<file path="src/rtl/i2c_wr_sched_pkg.sv">
// rtl/i2c_wr_sched_pkg.sv - shared state encodings, I2C constants and ring-index helper
package i2c_wr_sched_pkg;

  localparam int   I2C_ADDR_W = 7;
  localparam logic I2C_WR_BIT = 1'b0;

  // One-hot so each state decode is a single flop bit
  typedef enum logic [6:0] {
    ST_IDLE = 7'b0000001,
    ST_ARB  = 7'b0000010,
    ST_DEV  = 7'b0000100,
    ST_REG  = 7'b0001000,
    ST_DAT  = 7'b0010000,
    ST_FIN  = 7'b0100000,
    ST_ABT  = 7'b1000000
  } state_e;

  // Fold an index that may have run one lap past n back into 0..n-1
  function automatic int rr_wrap(input int a, input int n);
    return (a >= n) ? (a - n) : a;
  endfunction

endpackage

</file>
<file path="src/rtl/i2c_rr_arb.sv">
// rtl/i2c_rr_arb.sv - round-robin winner select with registered rotating pointer
module i2c_rr_arb
  import i2c_wr_sched_pkg::*;
#(
  parameter int NREQ = 4,
  localparam int PW  = (NREQ > 1) ? $clog2(NREQ) : 1
) (
  input  logic            clk,
  input  logic            rst_n,
  input  logic [NREQ-1:0] req,
  input  logic            upd,
  output logic [NREQ-1:0] gnt_oh,
  output logic [PW-1:0]   win_idx,
  output logic            any
);

  logic [PW-1:0] rr_ptr_q, rr_ptr_d;
  logic          found;

  // Scan from rr_ptr upward with wrap; the first set request wins
  always_comb begin
    gnt_oh  = '0;
    win_idx = '0;
    found   = 1'b0;
    for (int off = 0; off < NREQ; off++) begin
      if (!found && req[rr_wrap(int'(rr_ptr_q) + off, NREQ)]) begin
        found   = 1'b1;
        gnt_oh[rr_wrap(int'(rr_ptr_q) + off, NREQ)] = 1'b1;
        win_idx = PW'(rr_wrap(int'(rr_ptr_q) + off, NREQ));
      end
    end
  end

  assign any = found;

  // After a grant the pointer moves just past the winner so it becomes lowest priority
  always_comb begin
    rr_ptr_d = rr_ptr_q;
    if (upd && found) begin
      rr_ptr_d = (win_idx == PW'(NREQ - 1)) ? '0 : (win_idx + PW'(1));
    end
  end

  // Pointer register
  always_ff @(posedge clk or negedge rst_n) begin
    if (!rst_n) begin
      rr_ptr_q <= '0;
    end else begin
      rr_ptr_q <= rr_ptr_d;
    end
  end

endmodule

</file>
<file path="src/rtl/i2c_wr_sched.sv">
// rtl/i2c_wr_sched.sv - round-robin I2C register-write scheduler; I2C_TIMEOUT_EN adds a per-byte watchdog
module i2c_wr_sched
  import i2c_wr_sched_pkg::*;
#(
  parameter int NREQ      = 4,
  parameter int TO_CYCLES = 1024
) (
  input  logic                       clk,
  input  logic                       rst_n,
  input  logic [NREQ-1:0]            req,
  input  logic [NREQ*I2C_ADDR_W-1:0] req_dev,
  input  logic [NREQ*8-1:0]          req_reg,
  input  logic [NREQ*8-1:0]          req_dat,
  output logic [NREQ-1:0]            gnt,
  output logic [NREQ-1:0]            done,
  output logic [NREQ-1:0]            err,
  output logic                       busy,
  output logic                       tx_ready,
  output logic [7:0]                 tx_data,
  input  logic                       tx_done,
  input  logic                       tx_nack
);

  localparam int PW = (NREQ > 1) ? $clog2(NREQ) : 1;

  state_e                state_q, state_d;
  logic [NREQ-1:0]       gnt_q, gnt_d;
  logic [NREQ-1:0]       done_q, done_d;
  logic [NREQ-1:0]       err_q, err_d;
  logic                  tx_ready_q, tx_ready_d;
  logic [7:0]            tx_data_q, tx_data_d;
  logic [I2C_ADDR_W-1:0] dev_q, dev_d;
  logic [7:0]            reg_q, reg_d;
  logic [7:0]            dat_q, dat_d;
  logic                  tx_done_q, tx_done_d;

  logic                  tx_edge;
  logic                  byte_st;
  logic                  wd_expire;
  logic                  arb_upd;
  logic                  arb_any;
  logic [NREQ-1:0]       arb_gnt;
  logic [PW-1:0]         arb_idx;
  logic [I2C_ADDR_W-1:0] win_dev;
  logic [7:0]            win_reg;
  logic [7:0]            win_dat;

  i2c_rr_arb #(.NREQ(NREQ)) u_arb (
    .clk     (clk),
    .rst_n   (rst_n),
    .req     (req),
    .upd     (arb_upd),
    .gnt_oh  (arb_gnt),
    .win_idx (arb_idx),
    .any     (arb_any)
  );

  assign win_dev = req_dev[int'(arb_idx)*I2C_ADDR_W +: I2C_ADDR_W];
  assign win_reg = req_reg[int'(arb_idx)*8 +: 8];
  assign win_dat = req_dat[int'(arb_idx)*8 +: 8];

  // A level already high on byte-state entry is not an edge; only a fresh rise counts
  assign tx_done_d = tx_done;
  assign tx_edge   = tx_done & ~tx_done_q;
  assign byte_st   = (state_q == ST_DEV) || (state_q == ST_REG) || (state_q == ST_DAT);

`ifdef I2C_TIMEOUT_EN
  localparam int TW = $clog2(TO_CYCLES + 1);
  logic [TW-1:0] wd_q, wd_d;

  // Watchdog restarts with each byte strobe and counts while waiting for tx_done
  always_comb begin
    wd_d = wd_q;
    if (tx_ready_d) begin
      wd_d = '0;
    end else if (byte_st) begin
      wd_d = wd_q + TW'(1);
    end
  end

  // Watchdog register
  always_ff @(posedge clk or negedge rst_n) begin
    if (!rst_n) begin
      wd_q <= '0;
    end else begin
      wd_q <= wd_d;
    end
  end

  assign wd_expire = (wd_q == TW'(TO_CYCLES - 1));
`else
  logic unused_to_cycles;
  assign unused_to_cycles = (TO_CYCLES != 0);
  assign wd_expire        = 1'b0;
`endif

  // Transaction FSM: arbitrate, strobe three bytes, then report done or err for one cycle
  always_comb begin
    state_d    = state_q;
    gnt_d      = gnt_q;
    done_d     = '0;
    err_d      = '0;
    tx_ready_d = 1'b0;
    tx_data_d  = tx_data_q;
    dev_d      = dev_q;
    reg_d      = reg_q;
    dat_d      = dat_q;
    arb_upd    = 1'b0;
    unique case (state_q)
      ST_IDLE: begin
        if (|req) state_d = ST_ARB;
      end
      ST_ARB: begin
        // The requester may have dropped since IDLE; with nobody left, go back quietly
        if (arb_any) begin
          arb_upd    = 1'b1;
          gnt_d      = arb_gnt;
          dev_d      = win_dev;
          reg_d      = win_reg;
          dat_d      = win_dat;
          tx_ready_d = 1'b1;
          tx_data_d  = {win_dev, I2C_WR_BIT};
          state_d    = ST_DEV;
        end else begin
          state_d = ST_IDLE;
        end
      end
      ST_DEV, ST_REG, ST_DAT: begin
        if (tx_edge) begin
          if (tx_nack) begin
            err_d   = gnt_q;
            state_d = ST_ABT;
          end else if (state_q == ST_DEV) begin
            tx_ready_d = 1'b1;
            tx_data_d  = reg_q;
            state_d    = ST_REG;
          end else if (state_q == ST_REG) begin
            tx_ready_d = 1'b1;
            tx_data_d  = dat_q;
            state_d    = ST_DAT;
          end else begin
            done_d  = gnt_q;
            state_d = ST_FIN;
          end
        end else if (wd_expire) begin
          err_d   = gnt_q;
          state_d = ST_ABT;
        end
      end
      ST_FIN, ST_ABT: begin
        gnt_d   = '0;
        state_d = ST_IDLE;
      end
      default: begin
        gnt_d   = '0;
        state_d = ST_IDLE;
      end
    endcase
  end

  // State, operand and output registers
  always_ff @(posedge clk or negedge rst_n) begin
    if (!rst_n) begin
      state_q    <= ST_IDLE;
      gnt_q      <= '0;
      done_q     <= '0;
      err_q      <= '0;
      tx_ready_q <= 1'b0;
      tx_data_q  <= 8'h00;
      dev_q      <= '0;
      reg_q      <= 8'h00;
      dat_q      <= 8'h00;
      tx_done_q  <= 1'b0;
    end else begin
      state_q    <= state_d;
      gnt_q      <= gnt_d;
      done_q     <= done_d;
      err_q      <= err_d;
      tx_ready_q <= tx_ready_d;
      tx_data_q  <= tx_data_d;
      dev_q      <= dev_d;
      reg_q      <= reg_d;
      dat_q      <= dat_d;
      tx_done_q  <= tx_done_d;
    end
  end

  assign gnt      = gnt_q;
  assign done     = done_q;
  assign err      = err_q;
  assign busy     = (state_q != ST_IDLE);
  assign tx_ready = tx_ready_q;
  assign tx_data  = tx_data_q;

endmodule

</file>
<file path="config.mk">
export PLATFORM = sky130hd
export DESIGN_NAME = i2c_wr_sched
export DESIGN_NICKNAME = d
export VERILOG_FILES = /design/src/rtl/i2c_wr_sched_pkg.sv /design/src/rtl/i2c_rr_arb.sv /design/src/rtl/i2c_wr_sched.sv
export SDC_FILE = /design/constraint.sdc
export NUM_CORES = 1
export LEC_CHECK = 0
export BUFFER_PORTS_ARGS = -buffer_cell sky130_fd_sc_hd__buf_4
export CAP_MARGIN = 0
export CORE_ASPECT_RATIO = 0.7
export CORE_MARGIN = 1.5
export CORE_UTILIZATION = 50
export DETAILED_ROUTE_END_ITERATION = 6
export PLACE_DENSITY_LB_ADDON = 0.3
export SETUP_SLACK_MARGIN = 0.3
export SLEW_MARGIN = 20
export SYNTH_ARGS = -nofsm -noshare
export SYNTH_HDL_FRONTEND = slang
export SYNTH_HIERARCHICAL = 1
export SYNTH_SLANG_ARGS = --single-unit
</file>
<file path="constraint.sdc">
create_clock -name clk -period 5.75 [get_ports clk]
set_input_delay 0.575 -clock clk [delete_from_list [all_inputs] [get_ports clk]]
set_output_delay 0.575 -clock clk [all_outputs]
set_load 0.01 [all_outputs]
</file>
== Word level (Yosys, flattened, before mapping) ==
Index checks and enable logic that the tools add are counted.
Operators by class
  bitwise operators: 6
  $lt $le $gt $ge: 12
  $add $sub $neg: 8
  eq/ne operators: 12
  $mul: 1
  muxes and demuxes: 67
  shifts and indexed selects: 3
  reduce and logical (&&, ||, !) cells: 19
Operator list (number)
  $ge 32x1->1 const B: 4
  $lt 32x4->1 const B: 4
  $mux 32: 4
  $ge 32x4->1 const B: 3
  $sub 32x4->32 const B: 3
  $shiftx 32x6->8: 2
  $mux 4: 13
  $mux 8: 5
  $shiftx 28x6->7: 1
  $mux 1: 22
  $mux 7: 3
  $pmux 7 s3: 1
  $pmux 8 s2: 1
  $mux 6: 2
  $or 4x4->4: 3
  $mux 2: 5
  $bmux 1 s2: 4
  $demux 1 s2: 4
  $logic_and 1x1->1: 8
  $pmux 4 s2: 1
  $reduce_or 4->1: 2
  $eq 7x1->1 const B: 1
  $eq 7x2->1 const B: 1
  $eq 7x3->1 const B: 1
  22 further kinds: 30
Storage, ports and cells
  logic and storage cells: 138
  flip-flop bits (word level): 47
  output and inout bits: 22
  bits of input ports: 100

== Depth between registers and ports, before layout ==
Gate-level depths: netlist of run 1.
  depth after elaboration: 19
  gate-level depth with buffers: 14
  depth with buffers taken out: 11

== Cells and area by module ==
Netlist of run 1, hierarchy kept.
By module, submodules not included
  i2c_wr_sched: seq. area each 1127.3 um^2, instances 1, cells an instance 204, area an instance 2630.0 um^2
  i2c_rr_arb: seq. area each 50.0 um^2, instances 1, cells an instance 64, area an instance 584.3 um^2

== Worst setup path before layout of run 1 ==
Ideal clock, no wire load.
  path kind: flip-flop to flip-flop
  from: register u_arb.rr_ptr_q[0]
  to: register dat_q[4]
  period minus slack after synthesis: 4065 ps
  stages on the path, launching flop included: 14
  required time: 5625 ps
  data arrival time: 3941 ps
  setup slack: 1685 ps
  setup time: 125 ps
  cell sequence: dfrtp_1 buf_2 inv_1 ha_1 clkbuf_1 mux4_2 nor2_1 o21ai_0 o21ai_1 clkbuf_1 buf_2 buf_2 mux4_2 mux2_2
On the way
  cells in the longest elaborated chain, start to end: 16
  elaborated cells on any way between the ends: 43
  classes of those cells: add/sub: 7; order compare: 4; shift: 1; mux: 24; reduce/logical: 7
Ends and longest elaborated chain
  start, declared: RTL line i2c_rr_arb.sv:17  | logic [PW-1:0] rr_ptr_q, rr_ptr_d;
  start signal, assigned: RTL line i2c_rr_arb.sv:49  | rr_ptr_q <= rr_ptr_d;
  parallel branches: the longest is 14 deep, another holds $sub 32x4->32
  $mux 2 (*): RTL line i2c_rr_arb.sv:26  | if (!found && req[rr_wrap(int'(rr_ptr_q) + off, NREQ)]) begin
  net arb_idx[0]: RTL line i2c_wr_sched.sv:43  | logic [PW-1:0] arb_idx;
  $shiftx 32x6->8 (*): RTL line i2c_wr_sched.sv:60  | assign win_dat = req_dat[int'(arb_idx)*8 +: 8];
  end signal, assigned: RTL line i2c_wr_sched.sv:183  | dat_q <= dat_d;
  end, declared: RTL line i2c_wr_sched.sv:34  | logic [7:0] dat_q, dat_d;
Mark *: on every way through the listed nets, which the timed path passes. The select of a mux whose other input is x is not followed.
A chain may end at the register's enable or synchronous reset.

== Worst setup path after layout of run 1 ==
  from: register u_arb.rr_ptr_q[0]
  to: register tx_data_q[5] (netlist: tx_data[5])
On the way
  cells in the longest elaborated chain, start to end: 19
  elaborated cells on any way between the ends: 47
  classes of those cells: add/sub: 7; mul: 1; order compare: 4; eq/ne: 1; shift: 1; mux: 26; reduce/logical: 7
Ends and longest elaborated chain
  parallel branches: the longest is 14 deep, another holds $sub 32x4->32
  $mux 2 (*): RTL line i2c_rr_arb.sv:26
  net arb_idx[0]: RTL line i2c_wr_sched.sv:43
  $mul 2x3->5 (*): RTL line i2c_wr_sched.sv:58  | assign win_dev = req_dev[int'(arb_idx)*I2C_ADDR_W +: I2C_ADDR_W];
  $shiftx 28x6->7 (*): RTL line i2c_wr_sched.sv:58
  $mux 8 (*): RTL line i2c_wr_sched.sv:115  | if (arb_any) begin
  $pmux 8 s2 (*): RTL line i2c_wr_sched.sv:109  | unique case (state_q)
  end signal, assigned: RTL line i2c_wr_sched.sv:180  | tx_data_q <= tx_data_d;
  end, declared: RTL line i2c_wr_sched.sv:31  | logic [7:0] tx_data_q, tx_data_d;
Marked as above.

==> flow_metrics.env, run 1 <==
export IMPL_synth_most_common_cell="dfrtp_1"
export IMPL_synthTopCellsByArea="dfrtp_1 (36%), mux4_2 (19%), mux2_2 (9.5%), ha_1 (3.5%), a221o_1 (3.4%)"
export IMPL_p_leak_nw=1.861
export IMPL_drc=5
export IMPL_synth_top_family_by_area="multiplexers"
export IMPL_worstPathArrival_ns=4.59
export IMPL_syn_nets=377
export IMPL_cts_root_buf="clkbuf_8"
export IMPL_power_density_nw_per_um2=476.0
export IMPL_clkLatencyLatePin_ns=0.31
export IMPL_status="complete, but fails checks"
export IMPL_synth_ff_type="dfrtp_1"
export IMPL_synth_top_area_share_pct=35.81
export IMPL_violations="design-rule violations"
export IMPL_hold_viol_final=0
export IMPL_cts_max_path_buffers=2
export IMPL_wire_per_inst_um=18.47
export IMPL_critical_path_class="reg -> reg"
export IMPL_synth_compound_area_share_pct=11.76
export IMPL_initial_utilization_pct=51.71
export IMPL_period_share_pct=76.30
export IMPL_postRouteAntennaNets=0
export IMPL_antenna_cells=0
export IMPL_initialDrtViolationCount=222
export IMPL_postCtsSetupRepairBufs=0
export IMPL_worst_pin_slew_ns=0.8822
export IMPL_drt_wl_total_um=8458
export IMPL_synthTopCellsByCount="dfrtp_1 (46), mux2_2 (27), mux4_2 (27), nand3b_1 (14), clkbuf_1 (12)"
export IMPL_synth_edff_count=0
export IMPL_hold_buffers=0
export IMPL_grt_pass1_wl_um=13760
export IMPL_die_h_um=70.08
export IMPL_netlist_area_um2=3214
export IMPL_peakVddDrop_v=0.0002773
export IMPL_ios=122
export IMPL_r2r_end="tx_data[5]"
export IMPL_seq_area_um2=1177
export IMPL_layout_drive_gt1_share_pct=52.37
export IMPL_postSynthAreaPerCell_um2=11.99
export IMPL_cp_start_kind="flop"
export IMPL_rr_worst_depth=10
export IMPL_synthSimpleGateAreaFrac_pct=13.51
export IMPL_core_area_um2=6216
export IMPL_die_area_um2=6926
export IMPL_synth_area_mux_share_pct=29.97
export IMPL_syn_inst=268
export IMPL_ys_ff_latch=47
export IMPL_cap_viol_max_count=0
export IMPL_grt_pass1_vias=2761
export IMPL_setup_worst_path_end="tx_data[5]"
export IMPL_tritoncts="yes"
export IMPL_finalCriticalPeriod_ns=4.387
export IMPL_antenna_found_initial=0
export IMPL_drt_vias_per_instance=6.118
export IMPL_cp_required_ns=5.95
export IMPL_critPathMaxFanout=16
export IMPL_multiInputGateArea_um2=1914
export IMPL_fp_row_count=24
export IMPL_grt_max_degree=48
export IMPL_place_congestion=0.8801
export IMPL_maxSlewHeadroom_pct=41.00
export IMPL_vias=2802
export IMPL_grt_overflow=0
export IMPL_port_buffers=121
export IMPL_cts_max_level=2
export IMPL_nFillCells=450
export IMPL_synth_xor_area_share_pct=0.2725
export IMPL_die_width_um=98.83
export IMPL_synth_cell_types=47
export IMPL_pre_cts_slack_ns=1.393
export IMPL_max_freq_mhz=227.9
export IMPL_hp_class="in -> async"
export IMPL_num_nets_final=488
export IMPL_cts_clk_slew_worst_paths_ns=0.10
export IMPL_cts_resized=0
export IMPL_numCtsBuffers=5
export IMPL_dpl_cell_count=449
export IMPL_cp_end_kind="flop"
export IMPL_cts_sinks=47
export IMPL_synth_adder_area_share_pct=3.503
export IMPL_ys_seq_area_share_pct=36.63
export IMPL_post_dp_hpwl_um=6544
export IMPL_firstDrtPassIters=6
export IMPL_setup_viol=0
export IMPL_post_route_util_pct=68.72
export IMPL_ys_warnings_count=6
export IMPL_reg2reg_from="u_arb/rr_ptr_q[0]"
export IMPL_synth_top_area_cell="dfrtp_1"
export IMPL_skew_ns=0.01620
export IMPL_syn_to_final_growth_pct=32.89
export IMPL_reg2reg_slack_ns=1.36
export IMPL_slew_viol_final=0
export IMPL_setup_tns_ns=0
export IMPL_grt_use_total_pct=25.41
export IMPL_rsz0062_at_grt="false"
export IMPL_worstSetupStartpoint="u_arb/rr_ptr_q[0]"
export IMPL_final_cells=458
export IMPL_async_reset_ff_share_pct=100.0
export IMPL_setup_ws_ns=1.363
-- state kept, by name, summed over array words and instances (netlist names), 2 cells and up --
name and flops:
u_arb/rr_ptr_q 2, reg_q 8, dat_q 8, done 4
tx_data 8, err 4, gnt 4, state_q 7
-- per-layer routing --
layer  wire length, um  GRT usage, %  part of all wire (%)  up-vias
li1                  -             -                     -     1274
met1              3654         37.54                    43     1379
met2              4088         39.46                    48      140
met3               615         4.404                   7.3        9
met4                99         6.032                   1.2        0
met5                 0             0                     0        -
-- worst min path at each step --
stage	to	from	cells after the start
CTS	done[1]	rst_n	1
detailed placement	reg_q[7]	reg_q[7]	1
global placement	dat_q[0]	dat_q[0]	1
global route	done[1]	rst_n	1
finish	done[1]	rst_n	1
floorplan	dat_q[0]	rst_n	0
-- kinds of logic (layout without fill, tap and decap cells) --
family / count (synthesis) / after routing
AO/OA/AOI/OAI: 48 / 48
AND/OR/NAND/NOR: 71 / 71
multiplexers: 59 / 59
adder cells (fa/ha/maj): 9 / 9
flip-flops: 47 / 47
buffers and inverters: 33 / 145
XOR/XNOR: 1 / 1
-- metrics by stage --
stage	hold slack [ns]	power, mW	area [um^2]
2_1_floorplan	0.2794	1.473	3214
3_3_place_gp	0.4908	1.767	4165
3_5_place_dp	0.4989	1.814	4165
4_1_cts	0.2812	2.032	4264
5_1_grt	0.3056	2.163	4272
6_report	0.2499	2.033	4272
-- final cells by class --
cell class              instances  area share [%]
repair buffers                125           21.97
flip-flops and latches         47           27.56
clock inverters                 2          0.3808
multi-input cells             188           44.82
clock buffers                   6           1.933
inverters                      12           1.054
well taps                      78           2.285
-- where the power goes --
group          internal [mW]  leakage [nW]  switching (mW)
Combinational          0.674          1.22           0.550
Clock                 0.0984        0.0474           0.120
Sequential             0.450         0.596           0.141
Total                   1.22          1.86           0.811
-- cells in the final DEF, fill, tap and decap left out, types with 3 or more instances in the layout --
cell and instances:
nand3b_1 14, clkbuf_8 6, a211oi_1 7, mux2_2 27, nand3_1 5, a221o_1 11, o21ai_0 6, inv_1 11
nor2_1 9, a22oi_1 5, buf_4 125, o211ai_1 7, a21oi_1 3, ha_1 9, nor4b_1 3, nor3_1 8
nor4_1 8, nand2_1 11, mux2i_1 4, dfrtp_1 46, nand2b_1 3, mux4_2 27
-- worst max-delay path, stage by stage (launching register included) --
cell and delay, ns:
dfrtp_1 0.73, inv_1 0.25, ha_1 0.52, mux4_2 0.45, nor2_1 0.34, o21ai_0 0.21, o21ai_4 0.31, buf_4 0.36
mux4_2 0.54, a221o_1 0.30, mux2_2 0.26
Note: power is estimated with default switching activity, not from simulation.
==> run 2: changes to the inputs <==
--- a/config.mk
+++ b/config.mk
@@ -9,7 +9,7 @@
 export CAP_MARGIN = 0
 export CORE_ASPECT_RATIO = 0.7
 export CORE_MARGIN = 1.5
-export CORE_UTILIZATION = 50
+export CORE_UTILIZATION = 45
 export DETAILED_ROUTE_END_ITERATION = 6
 export PLACE_DENSITY_LB_ADDON = 0.3
 export SETUP_SLACK_MARGIN = 0.3
==> constraint.sdc (replaced) <==
create_clock -name clk -period 4 [get_ports clk]
set_input_delay 0.4 -clock clk [delete_from_list [all_inputs] [get_ports clk]]
set_output_delay 0.4 -clock clk [all_outputs]
set_load 0.01 [all_outputs]
==> run 2 against run 1 <==
Compared with the run above:
- the flow now finishes without violations
- clock skew down 0.011 ns
- largest power group unchanged
- clock-buffer cell count unchanged
- final area up 1.2%
- critical endpoint is now tx_data[1]
- power up 45%
- fmax up 25%
- clock power up 34%
- via count down 0.82%
- critical path type unchanged
- sequential power up 36%
==> flow_metrics.env, run 2 (synthesis results as in run 1) <==
export IMPL_grt_max_degree=48
export IMPL_num_nets_final=492
export IMPL_critical_path_class="reg -> reg"
export IMPL_hold_viol_final=0
export IMPL_cts_max_level=2
export IMPL_reg2reg_from="u_arb/rr_ptr_q[0]"
export IMPL_intPower_mw=1.788
export IMPL_antenna_cells=0
export IMPL_cts_sinks=47
export IMPL_grt_use_total_pct=22.19
export IMPL_numCtsBuffers=5
export IMPL_cts_max_path_buffers=2
export IMPL_post_dp_hpwl_um=6612
export IMPL_nFillCells=554
export IMPL_slew_viol_final=0
export IMPL_status="complete, no violations"
export IMPL_period_share_pct=87.56
export IMPL_rr_worst_depth=10
export IMPL_fp_row_count=25
export IMPL_hold_buffers=0
export IMPL_drt_wl_total_um=8489
export IMPL_cts_root_buf="clkbuf_8"
export IMPL_grt_pass1_vias=2559
export IMPL_power_frac_clock_pct=9.9
export IMPL_critPathMaxFanout=10
export IMPL_peakVddDrop_v=0.0003006
export IMPL_worstSetupStartpoint="u_arb/rr_ptr_q[0]"
export IMPL_switching_power_mw=1.162
export IMPL_ios=122
export IMPL_syn_to_final_growth_pct=34.45
export IMPL_skew_ns=0.005132
export IMPL_finalPower_mw=2.950
export IMPL_die_width_um=104.0
export IMPL_setup_tns_ns=0
export IMPL_layout_drive_gt1_share_pct=53.00
export IMPL_wire_per_inst_um=17.80
export IMPL_port_buffers=121
export IMPL_setup_viol=0
export IMPL_power_density_nw_per_um2=682.6
export IMPL_worst_pin_slew_ns=0.7249
export IMPL_p_sw_share_pct=39.38
export IMPL_cp_required_ns=4.20
export IMPL_maxSlewHeadroom_pct=51.67
export IMPL_finalCriticalPeriod_ns=3.502
export IMPL_tritoncts="yes"
export IMPL_initial_utilization_pct=47.14
export IMPL_cts_clk_slew_worst_paths_ns=0.08
export IMPL_antenna_found_initial=0
export IMPL_die_h_um=73.71
export IMPL_worstPathArrival_ns=3.70
export IMPL_grt_overflow=0
export IMPL_place_congestion=1.018
export IMPL_pwr_share_seq_pct=27.3
export IMPL_p_leak_nw=1.881
export IMPL_core_area_um2=6819
export IMPL_postRouteAntennaNets=0
export IMPL_drt_vias_per_instance=5.826
export IMPL_clkLatencyLatePin_ns=0.31
export IMPL_multiInputGateArea_um2=1926
export IMPL_grt_pass1_wl_um=13130
export IMPL_r2r_end="tx_data[1]"
export IMPL_hp_class="in -> async"
export IMPL_cp_start_kind="flop"
export IMPL_seq_area_um2=1177
export IMPL_comb_power_share_pct=62.8
export IMPL_cp_end_kind="flop"
export IMPL_max_freq_mhz=285.5
export IMPL_die_area_um2=7667
export IMPL_setup_worst_path_end="tx_data[1]"
export IMPL_firstDrtPassIters=5
export IMPL_reg2reg_slack_ns=0.50
export IMPL_drc=0
export IMPL_mostFrequentLayoutCells="buf_4 (129), dfrtp_1 (46), mux4_2 (27), mux2_2 (27), nand3b_1 (14)"
export IMPL_final_common_cell="buf_4"
export IMPL_cap_viol_max_count=0
export IMPL_rsz0062_at_grt="false"
export IMPL_initialDrtViolationCount=183
export IMPL_vias=2779
[run 2: cell count changes in the layout (fill, tap and decap cells not counted)]
cell / previous run / this run
a31oi_4: 0 / 1
clkinv_4: 1 / 0
a31oi_2: 1 / 0
clkinv_2: 0 / 1
clkinvlp_4: 1 / 0
nor2_2: 0 / 1
buf_4: 125 / 129
nor2_1: 9 / 8
[run 2: worst min-delay path by stage]
stage / slack, ns / start / to
floorplan: 0.10 / rst_n / dat_q[0]
global placement: 0.44 / rst_n / done[0]
detailed placement: 0.44 / rst_n / done[0]
CTS: 0.12 / rst_n / done[0]
global route: 0.14 / rst_n / err[0]
finish: 0.09 / rst_n / err[0]
[run 2: what timing repair did]
action	CTS	global route
resized for setup	0	1
buffers inserted	0	0
setup endpoints to repair	0	1
[run 2: power by group through the flow]
stage,sequential [mW],combinational [mW],clock (mW)
3_5_place_dp,0.810,1.83,0
3_3_place_gp,0.806,1.78,0
4_1_cts,0.802,1.84,0.293
5_1_grt,0.826,2.00,0.313
6_report,0.806,1.85,0.292
2_1_floorplan,0.775,1.37,0
[run 2: worst max-delay path: stages, from the launching register on]
cell     delay, ns
dfrtp_1       0.37
inv_1         0.12
ha_1          0.52
mux4_2        0.47
nor3_4        0.32
and2_4        0.22
a21oi_1       0.07
a31oi_4       0.37
mux4_2        0.37
a221o_1       0.30
mux2_2        0.26
[run 2: metal layers]
metal  GRT usage (%)  share of wire [%]
met1           33.03                 45
met2           33.70                 46
met3           3.904                8.0
met4           5.710                1.2
met5               0                  0
[run 2: final cells by class]
class                      count  share of cell area [%]
multi-input combinational    188                   44.56
inverter                      12                   1.042
clock inverter                 1                  0.1158
sequential                    47                   27.24
timing repair buffer         129                   22.41
tap                           94                   2.721
clock buffer                   6                   1.911
[run 2: stage by stage]
step           instances  area (um^2)  hold slack (ns)  setup slack [ns]  util (%)
2_1_floorplan        268         3233           0.1044            0.3285         -
3_3_place_gp         469         4218           0.4398            0.6244     61.85
3_5_place_dp         469         4218           0.4431            0.4889     61.85
4_1_cts              476         4305           0.1166            0.4638     63.14
5_1_grt              477         4322           0.1413            0.3777     63.38
6_report             477         4322          0.09037            0.4975     63.38
